<file path="config.mk">
export PLATFORM = sky130hd
export DESIGN_NAME = cla_adder_pipe
export DESIGN_NICKNAME = d
export VERILOG_FILES = /design/src/rtl/cla_pkg.sv /design/src/rtl/cla_lookahead_n.sv /design/src/rtl/cla_adder_pipe.sv
export SDC_FILE = /design/constraint.sdc
export NUM_CORES = 1
export LEC_CHECK = 0
export CORE_AREA = 2 2 63 65
export DETAILED_ROUTE_END_ITERATION = 10
export DIE_AREA = 0 0 65 67
export GPL_ROUTABILITY_DRIVEN = 0
export HOLD_SLACK_MARGIN = 0.1
export PLACE_DENSITY = 0.76
export SYNTH_ARGS = -nofsm -noshare
export SYNTH_HDL_FRONTEND = slang
export SYNTH_SLANG_ARGS = --single-unit
</file>
<file path="constraint.sdc">
create_clock -name clk -period 1.4 [get_ports clk]
set_clock_uncertainty 0.05 [all_clocks]
set_input_delay 0.35 -clock clk [delete_from_list [all_inputs] [get_ports clk]]
set_output_delay 0.35 -clock clk [all_outputs]
set_load 0.02 [all_outputs]
</file>
<file path="src/rtl/cla_pkg.sv">
// Shared types and constants for the pipelined carry-lookahead adder.
package cla_pkg;

  localparam int unsigned GROUP_MIN = 2;
  localparam int unsigned GROUP_MAX = 8;

  typedef struct packed {
    logic p;
    logic g;
  } gp_t;

  function automatic int unsigned num_groups(input int unsigned width, input int unsigned group);
    return width / group;
  endfunction

endpackage

</file>
<file path="src/rtl/cla_lookahead_n.sv">
// Combinational N-wide lookahead: every carry and the block P/G are flat sum-of-products terms.
module cla_lookahead_n
  import cla_pkg::*;
#(
  parameter int unsigned N = 4
) (
  input  gp_t  [N-1:0] i_gp,
  input  logic         i_c,
  output logic [N:0]   o_c,
  output logic         o_p,
  output logic         o_g
);

  always_comb begin
    logic v_term;
    v_term = 1'b0;
    o_c    = '0;
    o_c[0] = i_c;
    // c[k+1] = p[k:0]&c0 | OR_j g[j]&p[k:j+1], no ripple through earlier carries
    for (int k = 0; k < N; k++) begin
      v_term = i_c;
      for (int m = 0; m <= k; m++) v_term = v_term & i_gp[m].p;
      o_c[k+1] = v_term;
      for (int j = 0; j <= k; j++) begin
        v_term = i_gp[j].g;
        for (int m = j + 1; m <= k; m++) v_term = v_term & i_gp[m].p;
        o_c[k+1] = o_c[k+1] | v_term;
      end
    end
    o_p = 1'b1;
    for (int m = 0; m < N; m++) o_p = o_p & i_gp[m].p;
    o_g = 1'b0;
    for (int j = 0; j < N; j++) begin
      v_term = i_gp[j].g;
      for (int m = j + 1; m < N; m++) v_term = v_term & i_gp[m].p;
      o_g = o_g | v_term;
    end
  end

endmodule

</file>
<file path="src/rtl/cla_adder_pipe.sv">
// Two-stage carry-lookahead adder/subtractor with valid/ready on both sides.
// S1 holds bit and group P/G terms; S2 resolves carries and registers the result.
module cla_adder_pipe
  import cla_pkg::*;
#(
  parameter int unsigned WIDTH = 8,
  parameter int unsigned GROUP = 4
) (
  input  logic             clk,
  input  logic             rst_n,
  input  logic             in_valid,
  output logic             in_ready,
  input  logic [WIDTH-1:0] a,
  input  logic [WIDTH-1:0] b,
  input  logic             cin,
  input  logic             sub,
  output logic             out_valid,
  input  logic             out_ready,
  output logic [WIDTH-1:0] sum,
  output logic             cout,
  output logic             ovf
);

  localparam int unsigned NG = num_groups(WIDTH, GROUP);

  if (GROUP < GROUP_MIN || GROUP > GROUP_MAX || WIDTH < 4 || (WIDTH % GROUP) != 0)
  begin : g_param_check
    $error("cla_adder_pipe: illegal WIDTH/GROUP combination");
  end

  // Stage 1 combinational terms
  logic [WIDTH-1:0]  w_b_eff;
  logic              w_c0;
  gp_t  [WIDTH-1:0]  w_gp;
  logic [NG-1:0]     w_pg;
  logic [NG-1:0]     w_gg;

  assign w_b_eff = sub ? ~b : b;
  assign w_c0    = sub | cin;

  always_comb begin
    for (int i = 0; i < WIDTH; i++) begin
      w_gp[i].p = a[i] ^ w_b_eff[i];
      w_gp[i].g = a[i] & w_b_eff[i];
    end
  end

  for (genvar k = 0; k < NG; k++) begin : g_s1_grp
    logic [GROUP:0] w_unused_c;
    cla_lookahead_n #(.N(GROUP)) u_grp_gp (
      .i_gp (w_gp[k*GROUP +: GROUP]),
      .i_c  (1'b0),
      .o_c  (w_unused_c),
      .o_p  (w_pg[k]),
      .o_g  (w_gg[k])
    );
  end

  // Stage registers and handshake
  logic             r_s1_valid;
  logic [WIDTH-1:0] r_s1_p;
  logic [WIDTH-1:0] r_s1_g;
  logic [NG-1:0]    r_s1_pg;
  logic [NG-1:0]    r_s1_gg;
  logic             r_s1_c0;
  logic             r_s2_valid;
  logic [WIDTH-1:0] r_sum;
  logic             r_cout;
  logic             r_ovf;
  logic             w_adv1;
  logic             w_adv2;

  assign w_adv2   = ~r_s2_valid | out_ready;
  assign w_adv1   = ~r_s1_valid | w_adv2;
  assign in_ready = w_adv1;

  always_ff @(posedge clk or negedge rst_n) begin
    if (!rst_n) begin
      r_s1_valid <= 1'b0;
      r_s1_p     <= '0;
      r_s1_g     <= '0;
      r_s1_pg    <= '0;
      r_s1_gg    <= '0;
      r_s1_c0    <= 1'b0;
    end else if (w_adv1) begin
      r_s1_valid <= in_valid;
      if (in_valid) begin
        for (int i = 0; i < WIDTH; i++) begin
          r_s1_p[i] <= w_gp[i].p;
          r_s1_g[i] <= w_gp[i].g;
        end
        r_s1_pg <= w_pg;
        r_s1_gg <= w_gg;
        r_s1_c0 <= w_c0;
      end
    end
  end

  // Stage 2 combinational carry resolution
  gp_t  [NG-1:0]    w_grp_gp;
  gp_t  [WIDTH-1:0] w_s1_gp;
  logic [NG:0]      w_gc;
  logic [WIDTH:0]   w_c;
  logic             w_unused_grp_p;
  logic             w_unused_grp_g;
  logic [WIDTH-1:0] w_sum;

  always_comb begin
    for (int k = 0; k < NG; k++) begin
      w_grp_gp[k].p = r_s1_pg[k];
      w_grp_gp[k].g = r_s1_gg[k];
    end
    for (int i = 0; i < WIDTH; i++) begin
      w_s1_gp[i].p = r_s1_p[i];
      w_s1_gp[i].g = r_s1_g[i];
    end
  end

  cla_lookahead_n #(.N(NG)) u_grp_cla (
    .i_gp (w_grp_gp),
    .i_c  (r_s1_c0),
    .o_c  (w_gc),
    .o_p  (w_unused_grp_p),
    .o_g  (w_unused_grp_g)
  );

  for (genvar k = 0; k < NG; k++) begin : g_s2_grp
    logic [GROUP:0] w_cg;
    logic           w_unused_top;
    logic           w_unused_p;
    logic           w_unused_g;
    cla_lookahead_n #(.N(GROUP)) u_bit_cla (
      .i_gp (w_s1_gp[k*GROUP +: GROUP]),
      .i_c  (w_gc[k]),
      .o_c  (w_cg),
      .o_p  (w_unused_p),
      .o_g  (w_unused_g)
    );
    assign w_c[k*GROUP +: GROUP] = w_cg[GROUP-1:0];
    // The group-level lookahead already provides each group's carry-out
    assign w_unused_top = w_cg[GROUP];
  end

  assign w_c[WIDTH] = w_gc[NG];
  assign w_sum      = r_s1_p ^ w_c[WIDTH-1:0];

  always_ff @(posedge clk or negedge rst_n) begin
    if (!rst_n) begin
      r_s2_valid <= 1'b0;
      r_sum      <= '0;
      r_cout     <= 1'b0;
      r_ovf      <= 1'b0;
    end else if (w_adv2) begin
      r_s2_valid <= r_s1_valid;
      // Bubbles leave the last result on the outputs
      if (r_s1_valid) begin
        r_sum  <= w_sum;
        r_cout <= w_c[WIDTH];
        r_ovf  <= w_c[WIDTH] ^ w_c[WIDTH-1];
      end
    end
  end

  assign out_valid = r_s2_valid;
  assign sum       = r_sum;
  assign cout      = r_cout;
  assign ovf       = r_ovf;

endmodule

</file>
Word level (Yosys, flattened, before mapping). Index checks and enable logic that the tools add are counted.

Register bits after elaboration: 32. Input bits: 22.

Mux-type cells: 1. Bitwise logic cells: 78. Reduce and logical (&&, ||, !) cells: 2.

Operators by type and width (count): $and A1 B1 Y1 (41); $or A1 B1 Y1 (24); $xor A1 B1 Y1 (9); $mux W8 (1); $not A8 Y8 (1); $xor A8 B8 Y8 (1); $reduce_and A2 Y1 (2); $not A1 Y1 (2).

Longest topological paths before layout. Gate-level depths: netlist of the first run.

Depth after elaboration: 9. Depth in mapped cells: 7. Depth with buffers taken out: 6.

Hierarchy. Synthesis of the first run repeated with hierarchy kept, for this count alone.

Cell total of the unflattened synthesis: 162. Area total of the unflattened synthesis: 1828.0 um^2.

By module, submodules not included: cla_adder_pipe (instances 1, cells an instance 113, area each 1521.5 um^2, seq. area each 825.8 um^2); cla_lookahead_n at g_s1_grp[0].u_grp_gp ... (instances 4, cells an instance 11, area each 67.6 um^2, seq. area each 0.0 um^2); cla_lookahead_n at u_grp_cla (instances 1, cells an instance 5, area each 36.3 um^2, seq. area each 0.0 um^2).

Worst setup path after synthesis of the first run. No wires, ideal clock.

Path type: input -> register. From: input port sub. To: register r_s1_gg[0]. Library setup time: 126 ps. Data arrival time: 1508 ps. Data required time: 1224 ps. Path slack: -285 ps. Cell stages on the path: 7. Path buffers: 1. Cell sequence: buf_2 -> xor2_1 -> ha_1 -> a21o_1 -> a21o_1 -> a21oi_1 -> o21ai_0.

RTL lines: start, declared (line cla_adder_pipe.sv:16) `input logic sub,`; end signal, assigned (line cla_adder_pipe.sv:93) `r_s1_gg <= w_gg;`; end, declared (line cla_adder_pipe.sv:64) `logic [NG-1:0] r_s1_gg;`.

Worst setup path after layout of the first run.
From: register r_s1_c0. To: register r_sum[7], in the netlist sum[7].

Longest elaborated chain between the ends: 9.

Ends and longest elaborated chain: start, declared (line cla_adder_pipe.sv:65) `logic r_s1_c0;`; start signal, assigned (line cla_adder_pipe.sv:94) `r_s1_c0 <= w_c0;`; $and A1 B1 Y1 (line cla_lookahead_n.sv:22) `for (int m = 0; m <= k; m++) v_term = v_term & i_gp[m].p;`; $or A1 B1 Y1 (line cla_lookahead_n.sv:27) `o_c[k+1] = o_c[k+1] | v_term;`; $and A1 B1 Y1 (3 in series); $or A1 B1 Y1 (3 in series) (line cla_lookahead_n.sv:27); $xor A8 B8 Y8 (line cla_adder_pipe.sv:145) `assign w_sum = r_s1_p ^ w_c[WIDTH-1:0];`; end signal, assigned (line cla_adder_pipe.sv:157) `r_sum <= w_sum;`; end, declared (line cla_adder_pipe.sv:67) `logic [WIDTH-1:0] r_sum;`.

No other way between the ends. A chain may end at the register's enable or synchronous reset.

==> flow_summary_export.csv, run 1 <==
group,metric,value,unit
outcome,status,"complete, but fails checks",
outcome,violations,"setup timing",
yosys,seq_area_frac_synth,0.4925,
sta,timing.fmax,651.8,MHz
sta,finalWorstPathRequiredPeriod,1.534,ns
yosys,synth_most_common_cell,"sky130_fd_sc_hd__dfrtp_1",
yosys,synth_cells,128,
clock_network,clkLatencyLatePin,0.29,ns
power_and_ir_drop,ir_drop_worst_case_vdd,0.0006702,V
clock_network,cts.path.max_buffers,2,
routing,wl_per_cell,16.61,µm
sta,finalHoldViolations,0,
yosys,synth-warning-count,0,
yosys,synth.top_cells.by_count,"31 x sky130_fd_sc_hd__dfrtp_1, 14 x sky130_fd_sc_hd__nand2_1, 12 x sky130_fd_sc_hd__xor2_1",
floorplanning,num_io_pins,34,
critical_path,timing.critical_path.arrival,1.67,ns
clock_network,cts-root-buf,"sky130_fd_sc_hd__clkbuf_8",
global_routing,grt_overflow,0,
critical_path,critical-path-slowest-cell,"sky130_fd_sc_hd__dfrtp_1",
clock_network,htreeDepth,2,
placement,placed_cells,222,
sta,final-setup-viol-count,6,
sta,max_slew.worst_pin.slew,0.4971,ns
critical_path,timing.reg2reg.worst_path_depth,6,
critical_path,worst_setup_path_start_kind,"register",
floorplanning,initial_core_util,0.4368,
routing,vias,1263,
placement,dpl_worst_slack,-0.7710,ns
placement,io_buffer_count,33,
floorplanning,die-area,4355,µm²
floorplanning,rows,22,
routing,drt-pass1-iter-count,5,
finish,post_layout_nonfiller_instances,244,
critical_path,slowest_delay,0.40,ns
floorplanning,die_w,65,µm
finish,finish.net_count,227,
routing,drcViolationCount,0,
finish,layout-drive-gt1-share,0.4133,
hold_path,hold_path.class,"in -> async",
clock_network,cts_hold_repair.buffers,0,
clock_network,cts_made_buffers,5,
routing,vias_per_cell,5.176,
yosys,yosys-top-cells-area,"sky130_fd_sc_hd__dfrtp_1 49%, sky130_fd_sc_hd__mux2_4 9.5%, sky130_fd_sc_hd__ha_1 7.9%",
sta,postLayoutSetupSlackWorst,-0.1342,ns
yosys,syn_avg_cell_area,12.31,µm²
floorplanning,core_area,3606,µm²
yosys,synth_cell_type_count,25,
critical_path,worstSetupEndpointType,"register",
yosys,synthArstFlopShare,1.000,
critical_path,cp_data_required_time,1.53,ns
critical_path,path_class,"reg -> reg",
finish,num_antenna_cells,0,
clock_network,cts_tree,"done",
yosys,ys_ff_latch,31,
routing,initialDrtViolationCount,65,
run,max_cap_violations,0,
placement,detailedPlacementHpwl,2423,µm
yosys,synthDominantAreaCellType,"sky130_fd_sc_hd__dfrtp_1",
global_routing,grt_start_max_net_pins,32,
yosys,synth.net_count,160,
sta,timing.final.crit_share,1.096,
global_routing,first_pass_grt_wire_length,6334,µm
global_routing,antenna_found_initial,0,
power_and_ir_drop,total_leakage_power,1.179,nW
routing,routed_wl,4054,µm
yosys,postSynth.topFlopCell,"sky130_fd_sc_hd__dfrtp_1",
sta,max-slew-margin-rel,0.6686,
yosys,synth_top_area_share,0.4925,
global_routing,grt_pass1_vias,1312,
yosys,synth-edff-count,0,
yosys,mappedNetlistArea,1575,µm²
power_and_ir_drop,areal_power_density_over_the_cells,1448,nW/µm²
critical_path,cp_max_fo,3,
finish,num-fill-cells,241,
critical_path,crit_path_cell_trace,"a21o_1, ha_2, o211ai_1, nand2_1, xnor2_1, o21ai_1",
clock_network,cts.reportedPaths.clkPinSlew,0.07,ns
floorplanning,die_h,67,µm
sta,final-max-slew-violation-count,0,
sta,grt_setup_unrepaired,"true",
clock_network,clock-sinks,31,
global_routing,grt_use_total,0.2012,
sta,fin_setup_tns,-0.6073,ns
routing,ant_nets,0,
finish,flow.area_growth_from_synthesis,54.81,%
worst max-delay path: cells and delay by family (launching register included):
kind,cells,cell delay (ns)
AOI/OAI and AO/OA,3,0.44
adders and majority gates,1,0.21
DFF,1,0.40
and+or+nand+nor,1,0.13
xor gates and xnor gates,1,0.20
per-layer routing:
metal	wire length (µm)	vias to the layer above	GRT usage
li1	-	583	-
met1	1692	638	0.2264
met2	2082	33	0.3647
met3	185	9	0.04392
met4	94	0	0.08777
met5	0	-	0
layout by cell type, fill, tap and decap left out, types with 2 or more instances in the layout:
| master | n |
|---|---|
| sky130_fd_sc_hd__a21o_1 | 5 |
| sky130_fd_sc_hd__a21oi_1 | 3 |
| sky130_fd_sc_hd__buf_2 | 2 |
| sky130_fd_sc_hd__buf_4 | 20 |
| sky130_fd_sc_hd__buf_6 | 7 |
| sky130_fd_sc_hd__buf_8 | 2 |
| sky130_fd_sc_hd__clkbuf_2 | 4 |
| sky130_fd_sc_hd__clkbuf_8 | 6 |
| sky130_fd_sc_hd__clkdlybuf4s15_1 | 9 |
| sky130_fd_sc_hd__clkdlybuf4s50_1 | 8 |
| sky130_fd_sc_hd__dfrtp_1 | 30 |
| sky130_fd_sc_hd__dlygate4sd2_1 | 8 |
| sky130_fd_sc_hd__ha_1 | 5 |
| sky130_fd_sc_hd__ha_2 | 3 |
| sky130_fd_sc_hd__ha_4 | 2 |
| sky130_fd_sc_hd__mux2_2 | 2 |
| sky130_fd_sc_hd__mux2_4 | 14 |
| sky130_fd_sc_hd__nand2_1 | 14 |
| sky130_fd_sc_hd__nand2_8 | 2 |
| sky130_fd_sc_hd__nand2b_1 | 3 |
| sky130_fd_sc_hd__nand4_1 | 2 |
| sky130_fd_sc_hd__nor3_1 | 2 |
| sky130_fd_sc_hd__o21ai_0 | 3 |
| sky130_fd_sc_hd__o21ai_1 | 8 |
| sky130_fd_sc_hd__xor2_1 | 10 |
logic make-up after synthesis:
family,share of synthesized area
DFF,0.4925
adders and majority gates,0.07943
buffers and inverters,0.02383
AOI/OAI and AO/OA,0.09929
and+or+nand+nor,0.09452
muxes,0.1382
xor gates and xnor gates,0.07228
per-stage QoR:
step | area [µm²] | power (mW) | hold slack (ns) | utilization
after global placement | 2072 | 2.373 | 0.4099 | 0.5746
after floorplan | 1594 | 1.917 | 0.004409 | -
after global routing | 2439 | 3.711 | 0.3875 | 0.6763
after detailed placement | 2072 | 2.431 | 0.4221 | 0.5746
final | 2439 | 3.531 | 0.3780 | 0.6763
after CTS | 2346 | 3.374 | 0.3801 | 0.6506
worst paths after layout:
| path | startpoint | endpoint | slack, ns |
|---|---|---|---|
| max | r_s1_c0$_DFFE_PN0P_ | sum[7]$_DFFE_PN0P_ | -0.13 |
| min | rst_n | r_s1_valid$_DFFE_PN0N_ | 0.38 |
| max reg2reg | r_s1_c0$_DFFE_PN0P_ | sum[7]$_DFFE_PN0P_ | -0.13 |
| min reg2reg | sum[2]$_DFFE_PN0P_ | sum[2]$_DFFE_PN0P_ | 0.44 |
| max in group asynchronous | rst_n | out_valid$_DFFE_PN0P_ | 0.74 |
| min in group clk | sub | r_s1_c0$_DFFE_PN0P_ | 0.42 |
cell type report:
cell class	instances	area (µm²)	share of cell area
tap	48	60.06	0.02463
clock buffer	6	82.58	0.03386
sequential	31	777.0	0.3186
multi-input combinational	95	922.1	0.3781
timing repair buffer	62	561.8	0.2304
clock inverter	2	35.03	0.01437
flip-flops by register name (all words and copies together), names as in the netlist:
| register | cells |
|---|---|
| cout | 1 |
| out_valid | 1 |
| r_s1_p | 8 |
| r_s1_pg | 2 |
| r_s1_valid | 1 |
| r_s1_gg | 2 |
| ovf | 1 |
| sum | 8 |
| r_s1_c0 | 1 |
| r_s1_g | 6 |
power by group:
| part | internal, mW | total [mW] | switching [mW] |
|---|---|---|---|
| registers | 1.13 | 1.31 | 0.179 |
| logic | 0.686 | 1.29 | 0.608 |
| clock network | 0.575 | 0.931 | 0.355 |
what timing repair did:
action	4_1_cts	5_1_grt
buffers inserted	10	4
gates resized for setup	60	32
gates cloned	2	0
endpoints found under the setup margin	35	25
pin swaps	23	19
Note: power is estimated with default switching activity, not from simulation.
==> run 2, diff against run 1 <==
--- a/config.mk
+++ b/config.mk
@@ -11,6 +11,7 @@
 export GPL_ROUTABILITY_DRIVEN = 0
 export HOLD_SLACK_MARGIN = 0.1
 export PLACE_DENSITY = 0.76
+export SKIP_CTS_REPAIR_TIMING = 1
 export SYNTH_ARGS = -nofsm -noshare
 export SYNTH_HDL_FRONTEND = slang
 export SYNTH_SLANG_ARGS = --single-unit
==> flow_summary_export.csv, run 2 (synthesized netlist as in run 1, its figures left out) <==
group,metric,value,unit
sta,max_slew.worst_pin.slew,0.4353,ns
sta,final-setup-viol-count,10,
outcome,violations,"setup timing",
global_routing,first_pass_grt_wire_length,5623,µm
sta,timing.fmax,644.6,MHz
floorplanning,initial_core_util,0.4368,
floorplanning,num_io_pins,34,
critical_path,slowest_delay,0.39,ns
clock_network,cts-root-buf,"sky130_fd_sc_hd__clkbuf_8",
clock_network,clock-sinks,31,
critical_path,timing.critical_path.arrival,1.69,ns
run,max_cap_violations,0,
sta,final-max-slew-violation-count,0,
critical_path,cp_data_required_time,1.53,ns
sta,max-slew-margin-rel,0.7093,
floorplanning,rows,22,
critical_path,cp_max_fo,3,
sta,finalHoldViolations,0,
critical_path,path_class,"reg -> reg",
floorplanning,die_h,67,µm
power_and_ir_drop,total_leakage_power,1.336,nW
global_routing,grt_overflow,0,
floorplanning,die-area,4355,µm²
clock_network,cts_made_buffers,5,
global_routing,grt_start_max_net_pins,32,
placement,io_buffer_count,33,
clock_network,cts.reportedPaths.clkPinSlew,0.08,ns
critical_path,critical-path-slowest-cell,"sky130_fd_sc_hd__dfrtp_1",
finish,finish.net_count,222,
finish,layout.cells.most_common_list,"30 x sky130_fd_sc_hd__dfrtp_1, 22 x sky130_fd_sc_hd__dlymetal6s2s_1, 15 x sky130_fd_sc_hd__buf_4",
finish,flow.area_growth_from_synthesis,56.63,%
routing,ant_nets,0,
critical_path,worstSetupEndpointType,"register",
sta,postLayoutSetupSlackWorst,-0.1513,ns
sta,grt_setup_unrepaired,"true",
critical_path,setup.worst_path.start,"r_s1_pg[0]$_DFFE_PN0P_",
floorplanning,core_area,3606,µm²
routing,wl_per_cell,17.05,µm
hold_path,hold_path_startpoint,"out_ready",
finish,layout-drive-gt1-share,0.3717,
placement,detailedPlacementHpwl,2423,µm
routing,vias,1246,
sta,fin_setup_tns,-0.6131,ns
global_routing,grt_use_total,0.1757,
routing,routed_wl,4076,µm
sta,hold_slack,0.3596,ns
critical_path,worst_setup_path_start_kind,"register",
hold_path,hold_path.class,"in -> reg",
clock_network,clkLatencyLatePin,0.30,ns
routing,initialDrtViolationCount,60,
finish,final_common_cell,"sky130_fd_sc_hd__dfrtp_1",
critical_path,crit-reg2reg-launch,"r_s1_pg[0]$_DFFE_PN0P_",
critical_path,crit_path_cell_trace,"a21o_1, ha_2, o211ai_1, nand2_1, xnor2_1, o21ai_1",
global_routing,grt_pass1_vias,1195,
floorplanning,die_w,65,µm
clock_network,htreeDepth,2,
sta,finalWorstPathRequiredPeriod,1.551,ns
clock_network,cts.path.max_buffers,2,
sta,timing.final.crit_share,1.108,
clock_network,cts_tree,"done",
global_routing,antenna_found_initial,0,
outcome,status,"complete, but fails checks",
routing,vias_per_cell,5.213,
power_and_ir_drop,areal_power_density_over_the_cells,1449,nW/µm²
finish,num_antenna_cells,0,
power_and_ir_drop,ir_drop_worst_case_vdd,0.0009184,V
routing,drt-pass1-iter-count,4,
routing,drcViolationCount,0,
## run 2: changes by cell type in the layout (fill, tap and decap cells not counted), sizes merged
cell / before / now
dlymetal6s2s: 1 / 22
clkbuf: 10 / 6
clkdlybuf4s50: 8 / 9
dlygate4sd2: 8 / 0
clkdlybuf4s15: 9 / 0
buf: 32 / 26
## run 2: final timing paths
path,endpoint,slack [ns],depth (start not counted)
worst min-delay path,out_valid$_DFFE_PN0P_,0.36,3
max in group asynchronous,out_valid$_DFFE_PN0P_,0.75,2
worst max-delay path,sum[7]$_DFFE_PN0P_,-0.15,6
min in group asynchronous,sum[4]$_DFFE_PN0P_,0.37,2
worst max register to register,sum[7]$_DFFE_PN0P_,-0.15,6
worst min register to register,sum[2]$_DFFE_PN0P_,0.43,2
## run 2: critical path: cells and delay by family (launching register included)
| family | cells | cell delay [ns] |
|---|---|---|
| simple gates | 1 | 0.13 |
| fa+ha+maj | 1 | 0.21 |
| flops | 1 | 0.39 |
| xor+xnor | 1 | 0.19 |
| compound gates | 3 | 0.46 |
## run 2: layout make-up
cell class / count / area [µm²]
fillers: 235 / 1139
repair buffers: 57 / 618.1
flip-flops and latches: 31 / 777.0
multi-input cells: 95 / 894.6
clock buffers: 6 / 82.58
clock inverters: 2 / 35.03
well taps: 48 / 60.06
## run 2: routing by layer
layer / vias to the layer above / wire [µm] / track usage
met5: - / 0 / 0
met4: 0 / 108 / 0.09309
met3: 15 / 168 / 0.04561
met2: 39 / 2118 / 0.3028
met1: 617 / 1681 / 0.1994
li1: 575 / - / -
## run 2: power breakdown
group	switching, mW	internal [mW]	total, mW	leakage [nW]
sequential	0.175	1.13	1.30	0.377
clock	0.373	0.576	0.949	0.0612
combinational	0.610	0.715	1.32	0.897
total	1.16	2.42	3.57	1.34
## run 2: per-stage QoR
step / total power [mW] / std cells / setup WS (ns) / utilization / area, µm²
floorplan: 1.917 / 128 / -0.1774 / - / 1594
global placement: 2.373 / 222 / -0.6952 / 0.5746 / 2072
detailed placement: 2.431 / 222 / -0.7710 / 0.5746 / 2072
CTS: 3.356 / 230 / -0.5626 / 0.6072 / 2190
global route: 3.744 / 239 / -0.2462 / 0.6842 / 2467
finish: 3.575 / 239 / -0.1513 / 0.6842 / 2467
==> run 3, diff against run 2 <==
--- a/config.mk
+++ b/config.mk
@@ -5,12 +5,13 @@
 export SDC_FILE = /design/constraint.sdc
 export NUM_CORES = 1
 export LEC_CHECK = 0
-export CORE_AREA = 2 2 63 65
+export CORE_AREA = 2 2 58 60
+export CTS_CLUSTER_DIAMETER = 150
 export DETAILED_ROUTE_END_ITERATION = 10
-export DIE_AREA = 0 0 65 67
+export DIE_AREA = 0 0 60 62
 export GPL_ROUTABILITY_DRIVEN = 0
 export HOLD_SLACK_MARGIN = 0.1
-export PLACE_DENSITY = 0.76
+export PLACE_DENSITY = 0.84
 export SKIP_CTS_REPAIR_TIMING = 1
 export SYNTH_ARGS = -nofsm -noshare
 export SYNTH_HDL_FRONTEND = slang
==> constraint.sdc (replaced) <==
create_clock -name clk -period 1.9 [get_ports clk]
set_clock_uncertainty 0.05 [all_clocks]
set_input_delay 0.475 -clock clk [delete_from_list [all_inputs] [get_ports clk]]
set_output_delay 0.475 -clock clk [all_outputs]
set_load 0.02 [all_outputs]
==> flow_summary_export.csv, run 3 (synthesized netlist as in run 1, its figures left out) <==
group,metric,value,unit
finish,post_layout_nonfiller_instances,225,
sta,finalWorstPathRequiredPeriod,1.832,ns
sta,hold_slack,0.4390,ns
floorplanning,rows,21,
power_and_ir_drop,ir_drop_worst_case_vdd,0.0003656,V
global_routing,first_pass_grt_wire_length,5043,µm
clock_network,cts_tree,"done",
floorplanning,core_area,3179,µm²
floorplanning,die_h,62,µm
power_and_ir_drop,p_total,2.290,mW
hold_path,hold_path.class,"reg -> reg",
global_routing,grt_pass1_vias,1135,
floorplanning,die_w,60,µm
critical_path,worst_setup_path_start_kind,"register",
finish,layout.cells.most_common_list,"31 x sky130_fd_sc_hd__dfrtp_1, 30 x sky130_fd_sc_hd__clkdlybuf4s50_1, 14 x sky130_fd_sc_hd__nand2_1, 14 x sky130_fd_sc_hd__buf_4, 12 x sky130_fd_sc_hd__xor2_1",
placement,placed_cells,216,
global_routing,grt-busiest-layer,"met2",
clock_network,clkLatencyLatePin,0.33,ns
placement,io_buffer_count,33,
routing,vias,1112,
sta,postLayoutSetupSlackWorst,0.06811,ns
floorplanning,die-area,3720,µm²
global_routing,globalRouteMet1Util,0.2164,
run,max_cap_violations,0,
global_routing,grt_use_total,0.1903,
critical_path,critical_path_buf_inv_count,1,
placement,detailedPlacementHpwl,2331,µm
finish,finish.net_count,210,
clock_network,cts.reportedPaths.clkPinSlew,0.10,ns
critical_path,path_delay_family,"buffers and inverters",
routing,drt-pass1-iter-count,2,
placement,placedInstanceArea,2023,µm²
critical_path,timing.critical_path.arrival,1.31,ns
sta,max_slew.worst_pin.slew,0.3801,ns
critical_path,critical-path-slowest-cell,"sky130_fd_sc_hd__clkdlybuf4s50_1",
clock_network,htreeDepth,2,
routing,drcViolationCount,0,
critical_path,cp_max_fo,2,
sta,final-setup-viol-count,0,
critical_path,crit_path_cell_trace,"clkdlybuf4s50_1",
sta,grt_setup_unrepaired,"false",
placement,dpl_worst_slack,-0.4049,ns
outcome,status,"complete, no violations",
sta,max-slew-margin-rel,0.7466,
global_routing,grt_overflow,0,
clock_network,cts-root-buf,"sky130_fd_sc_hd__clkbuf_4",
clock_network,cts.path.max_buffers,2,
sta,finalHoldViolations,0,
global_routing,grt_util_met3,0.04762,
finish,final_common_cell,"sky130_fd_sc_hd__dfrtp_1",
critical_path,worstSetupEndpointType,"output pin",
global_routing,met2_usage,0.3339,
critical_path,slowest_delay,0.61,ns
finish,num_antenna_cells,0,
routing,ant_nets,0,
finish,layout-drive-gt1-share,0.2346,
critical_path,path_class,"reg -> out",
finish,flow.area_growth_from_synthesis,34.87,%
routing,wl_per_cell,13.30,µm
power_and_ir_drop,total_leakage_power,1.025,nW
sta,timing.final.crit_share,0.9642,
sta,timing.fmax,545.9,MHz
power_and_ir_drop,areal_power_density_over_the_cells,1078,nW/µm²
routing,vias_per_cell,4.942,
routing,initialDrtViolationCount,32,
floorplanning,num_io_pins,34,
critical_path,cp_data_required_time,1.37,ns
floorplanning,initial_core_util,0.4955,
routing,routed_wl,2993,µm
sta,final-max-slew-violation-count,0,
global_routing,antenna_found_initial,0,
clock_network,clock-sinks,31,
global_routing,grt_start_max_net_pins,32,
clock_network,cts_made_buffers,5,
finish,post-route-cell-area,2125,µm²
-- run 3: worst paths after layout --
check / startpoint / end / slack, ns / cells past startpoint
max: sum[4]$_DFFE_PN0P_ / sum[4] / 0.07 / 1
min: sum[6]$_DFFE_PN0P_ / sum[6]$_DFFE_PN0P_ / 0.44 / 2
max reg2reg: r_s1_c0$_DFFE_PN0P_ / ovf$_DFFE_PN0P_ / 0.30 / 6
min reg2reg: sum[6]$_DFFE_PN0P_ / sum[6]$_DFFE_PN0P_ / 0.44 / 2
max in group asynchronous: rst_n / r_s1_p[5]$_DFFE_PN0P_ / 1.03 / 2
min in group asynchronous: rst_n / r_s1_g[1]$_DFFE_PN0P_ / 0.48 / 2
-- run 3: where the power goes --
group          leakage [nW]  switching (mW)  total [mW]  internal [mW]
logic                 0.599           0.364       0.812          0.448
registers             0.378           0.117       0.945          0.828
clock network        0.0482           0.221       0.532          0.311
-- run 3: metrics by stage --
step | setup TNS (ns) | utilization
after floorplan | 0 | -
after global placement | -3.571 | 0.6364
after detailed placement | -4.173 | 0.6364
after CTS | -0.5315 | 0.6635
after global routing | 0 | 0.6682
final | 0 | 0.6682
-- run 3: final cells by class --
class | instances | area [µm²]
Fill cell | 226 | 1055
Sequential cell | 31 | 775.7
Multi-Input combinational cell | 93 | 762.0
Timing Repair Buffer | 47 | 442.9
Tap cell | 46 | 57.56
Clock buffer | 6 | 51.30
Clock inverter | 2 | 35.03
-- run 3: layer usage --
metal  share of wire  wire length [µm]
met1            0.44              1329
met2            0.50              1492
met3           0.035               106
met4           0.021                64
met5               0                 0
==> RTL change 1, RTL diff (config.mk and constraints of run 3) <==
Change the parameter `GROUP` from 4 to 8.
--- a/src/rtl/cla_adder_pipe.sv
+++ b/src/rtl/cla_adder_pipe.sv
@@ -6,3 +6,3 @@
   parameter int unsigned WIDTH = 8,
-  parameter int unsigned GROUP = 4
+  parameter int unsigned GROUP = 8
 ) (
Function: same outputs for any inputs over 10 cycles, from zero or initial values and one cycle with rst_n low; that may be too few to reach the edited logic, so the function may still have changed.
==> RTL change 1 against run 3 <==
- sequential power shrank 2.4%
- sequential cell count shrank 1
- cell area grew 1.2%
- wire length grew 16%
- power shrank 7.9%
- core utilization grew 0.83 points
- worst setup slack lost 0.015 ns
- area after synthesis shrank 1.1%
- critical path type is now primary input to output port
- highest routed layer unchanged
==> RTL change 1: results (changes against run 3) <==
Power and ir drop
  – Leakage power figure: 0.968 nW (was 1.03 nW)
  – Peak ir drop on the vdd network: 462 uV (was 366 uV)

Routing
  – Total vias in the final route: 1251 (was 1112)
  – Wire length on met3: 130 um (was 106 um)
  – Violation count after the first detailed-routing iteration: 26 (was 32)
  – First-pass detailed-route iteration total: 4 (was 2)
  – Length of routed wiring on met1: 1480 um (was 1330 um)
  – Per-cell routed wire length: 14.5 um (was 13.3 um)

Critical path
  – Endpoint of the worst setup timing path: in_ready (was sum[4])
  – Endpoint of the most critical register-to-register path: sum[6] (was ovf)
  – Slack of the worst reg-to-reg path: 0.08 ns (was 0.30 ns)
  – Worst r2r path cells: 5 (was 6)
  – Crit path from: out_ready (was sum[4])
  – Delay of the slowest cell on the worst path: 0.47 ns (was 0.61 ns)

Timing
  – Final period demand of the worst path: 1.85 ns (was 1.83 ns)
  – Worst slew margin: 75.1% (was 74.7%)

Logic synthesis
  – Share of the yosys chip area belonging to registers: 48.2% (was 49.2%)
  – Ranking of synthesized cells by instance count: 30 x sky130_fd_sc_hd__dfrtp_1, 17 x sky130_fd_sc_hd__nand2_1, 13 x sky130_fd_sc_hd__mux2_2 (was 31 x sky130_fd_sc_hd__dfrtp_1, 14 x sky130_fd_sc_hd__nand2_1, 12 x sky130_fd_sc_hd__xor2_1)
  – Unique masters post-synth: 37 (was 25)

Cells and area
  – Layout filler cell count: 237 (was 226)
  – Share of final-layout standard cells stronger than drive strength 1: 22.8% (was 23.5%)
  – Net total in the final layout: 223 (was 210)

Run status
  – Result of the run: completed (unchanged)

Hold path
  – Start point of the worst min-delay path: sum[7] (was sum[6])

GRT
  – Met3 track demand over resource in global routing: 4.97% (was 4.76%)
  – GR Util met2: 38.4% (was 33.4%)
  – First-pass GRT wire length: 5730 um (was 5040 um)
  – Met1 global-route usage: 23.5% (was 21.6%)

Place
  – Area after detailed placement: 2050 um2 (was 2020 um2)
  – Final HPWL DP: 2710 um (was 2330 um)
-- RTL change 1: changes by cell type after synthesis, sizes merged, moves of 3 or more --
cell / change
clkbuf: +3
mux2: -3
nand3: +5
xor2: -3
a21oi: +3
o21ai: -5
-- RTL change 1: cell type report --
type | count | area (um2) | share of cell area [%]
sequential | 30 | 751 | 34.9
clock buffer | 7 | 55.1 | 2.56
tap | 46 | 57.6 | 2.68
inverter | 1 | 3.75 | 0.175
timing repair buffer | 48 | 470 | 21.9
clock inverter | 1 | 5.00 | 0.233
multi-input combinational | 106 | 808 | 37.6
-- RTL change 1: kinds of logic after synthesis --
kind of cell    after synthesis  share of synthesized area (%)
simple gates                 43                           13.7
compound gates               31                           14.2
flops                        30                           48.2
mux                          14                           10.0
xor+xnor                      9                           5.06
fa+ha+maj                     9                           7.23
buf+inv                       6                           1.61
-- RTL change 1: tightest hold or removal path: cells and delay by family, from the launching register on --
| family | cells | cell delay [ns] |
|---|---|---|
| AOI/OAI and AO/OA | 1 | 0.05 |
| DFF | 1 | 0.35 |
| and+or+nand+nor | 1 | 0.05 |
-- RTL change 1: per-stage QoR --
stage / hold WS [ns] / utilization [%] / TNS [ns] / cells / total power [mW]
CTS: 0.442 / 66.4 / -0.388 / 239 / 2.11
global route: 0.458 / 67.7 / 0 / 239 / 2.23
detailed placement: 0.423 / 64.5 / -2.94 / 231 / 1.71
floorplan: 0.129 / - / 0 / 142 / 1.34
global placement: 0.407 / 64.5 / -1.88 / 231 / 1.67
finish: 0.436 / 67.7 / 0 / 239 / 2.11
-- RTL change 1: where the power goes --
part           switching, mW  total, mW  internal [mW]
Combinational          0.368      0.789          0.422
Sequential             0.132      0.922          0.790
Clock                  0.219      0.398          0.179
==> RTL change 2, RTL diff (config.mk and constraints of run 3) <==
Without the edit above. Register the output `ovf` once more, cleared by the reset; this adds one clock of latency there. The other outputs are not delayed to match.
--- a/src/rtl/cla_adder_pipe.sv
+++ b/src/rtl/cla_adder_pipe.sv
@@ -166,3 +166,9 @@
   assign cout      = r_cout;
-  assign ovf       = r_ovf;
+  always_ff @(posedge clk or negedge rst_n) begin
+    if (!rst_n) begin
+      ovf <= '0;
+    end else begin
+      ovf <= r_ovf;
+    end
+  end
 
Formal check against the unedited RTL: not equivalent (Yosys sat finds a counterexample within 4 cycles, from zero or initial values and one cycle with rst_n low).
==> RTL change 2 against run 3 <==
- register-to-register slack better by 0.02 ns
- sequential cell count up 1
- cell area down 1.6%
- power down 7.0%
- worst setup slack about the same
- wire length down 0.70%
- area after synthesis up 1.6%
- largest power group unchanged
==> RTL change 2: results (changes against run 3) <==
GRT
  – Largest net degree at the start of global routing: 33 (was 32)
  – GRT Resource Usage Total: 18.4% (was 19.0%)
  – Initial antenna violation count: 0 (unchanged)
  – First-pass GRT wire length: 4920 um (was 5040 um)

Routing
  – Per-cell routed wire length: 13.4 um (was 13.3 um)
  – Uppermost layer routed: met4 (unchanged)
  – Wire length on met3: 99 um (was 106 um)
  – Total detailed-routing wirelength: 2970 um (was 2990 um)
  – Met2 WL: 1480 um (was 1490 um)
  – Length of routed wiring on met1: 1340 um (was 1330 um)
  – Violation count after the first detailed-routing iteration: 33 (was 32)
  – First-pass detailed-route iteration total: 4 (was 2)
  – Total vias in the final route: 1095 (was 1112)

Logic synthesis
  – Post-synthesis xor/xnor area fraction: 7.11% (was 7.23%)
  – Share of the yosys chip area belonging to registers: 50.0% (was 49.2%)
  – Synth warn: 0 (unchanged)
  – Ranking of synthesized cells by instance count: 32 x sky130_fd_sc_hd__dfrtp_1, 14 x sky130_fd_sc_hd__nand2_1, 12 x sky130_fd_sc_hd__xor2_1 (was 31 x sky130_fd_sc_hd__dfrtp_1, 14 x sky130_fd_sc_hd__nand2_1, 12 x sky130_fd_sc_hd__xor2_1)
  – Post-synthesis mux area share: 13.6% (was 13.8%)
  – Cell types with the largest area share after synthesis: sky130_fd_sc_hd__dfrtp_1 50%, sky130_fd_sc_hd__mux2_4 9.4%, sky130_fd_sc_hd__ha_1 7.8% (was sky130_fd_sc_hd__dfrtp_1 49%, sky130_fd_sc_hd__mux2_4 9.5%, sky130_fd_sc_hd__ha_1 7.9%)
  – Post-synth ARST share: 100% (unchanged)
  – Post-synthesis net count: 161 (was 160)
  – Combinational family with the most area after synthesis: multiplexers (unchanged)
  – Share of the synthesized area in compound gates (AO/OA/AOI/OAI): 9.77% (was 9.93%)
  – Adder and majority gate portion of the synthesized area: 7.82% (was 7.94%)
  – Unique masters post-synth: 25 (unchanged)
  – Post-Synthesis Mean Instance Area: 12.4 um2 (was 12.3 um2)

Place
  – Number of placed cells counting well taps: 215 (was 216)
  – Post-placement worst setup slack: -0.456 ns (was -0.405 ns)
  – Final HPWL DP: 2290 um (was 2330 um)
  – Area after detailed placement: 2030 um2 (was 2020 um2)

Power and ir drop
  – Leakage power figure: 1.00 nW (was 1.03 nW)
  – Internal power summed over all cells: 1.44 mW (was 1.59 mW)
  – Peak ir drop on the vdd network: 330 uV (was 366 uV)

Timing
  – Worst Tran Pin Value: 0.394 ns (was 0.380 ns)

Cells and area
  – Share of final-layout standard cells stronger than drive strength 1: 21.6% (was 23.5%)
  – Number of antenna cells inserted: 0 (unchanged)
  – Net total in the final layout: 208 (was 210)

CTS
  – CTS root buffer: sky130_fd_sc_hd__clkbuf_4 (unchanged)
  – Num CTS Buffers: 5 (unchanged)
  – CTS Buffer Depth: 2 (unchanged)

Critical path
  – Arrival time of data at the critical path endpoint: 1.31 ns (about the same)
  – Delay of the slowest cell on the worst path: 0.47 ns (was 0.61 ns)

Die
  – Die Footprint: 3720 um2 (unchanged)

Hold path
  – Min-delay worst type: flop to flop (unchanged)

Run status
  – Result of the run: completed (unchanged)
==> RTL change 2: changes by cell type after synthesis, sizes merged <==
| cell | before | now |
|---|---|---|
| dfrtp | 31 | 32 |
==> RTL change 2: path summary, 6_finish.rpt <==
check | from | end | slack (ns) | cells after the start
max | out_ready | in_ready | 0.07 | 3
min | r_ovf | ovf | 0.35 | 0
max reg2reg | r_s1_c0 | r_ovf | 0.32 | 6
min reg2reg | r_ovf | ovf | 0.35 | 0
max in group asynchronous | rst_n | sum[6] | 1.02 | 2
min in group asynchronous | rst_n | sum[3] | 0.49 | 2
==> RTL change 2: final cells by class <==
type	instances	area, um2
Clock buffer	6	41.3
Clock inverter	1	5.00
Fill cell	240	1090
Multi-Input combinational cell	93	766
Sequential cell	32	801
Tap cell	46	57.6
Timing Repair Buffer	44	420
==> RTL change 2: layer usage <==
layer | global-route usage, % | vias up
met2 | 31.2 | 33
met1 | 21.6 | 510
li1 | - | 547
met5 | 0 | -
met4 | 10.5 | 0
met3 | 4.35 | 5
==> RTL change 2: metrics by stage <==
| step | total power [mW] | hold slack, ns |
|---|---|---|
| 6_report | 2.13 | 0.353 |
| 5_1_grt | 2.27 | 0.358 |
| 3_3_place_gp | 1.75 | 0.309 |
| 4_1_cts | 2.15 | 0.355 |
| 3_5_place_dp | 1.80 | 0.328 |
| 2_1_floorplan | 1.44 | 0.129 |
==> RTL change 2: power groups by stage <==
stage | logic [mW] | clock network, mW | registers, mW
finish | 0.803 | 0.351 | 0.976
global route | 0.879 | 0.393 | 1.00
CTS | 0.809 | 0.359 | 0.978
detailed placement | 0.805 | 0 | 0.991
global placement | 0.777 | 0 | 0.977
floorplan | 0.360 | 0 | 1.08
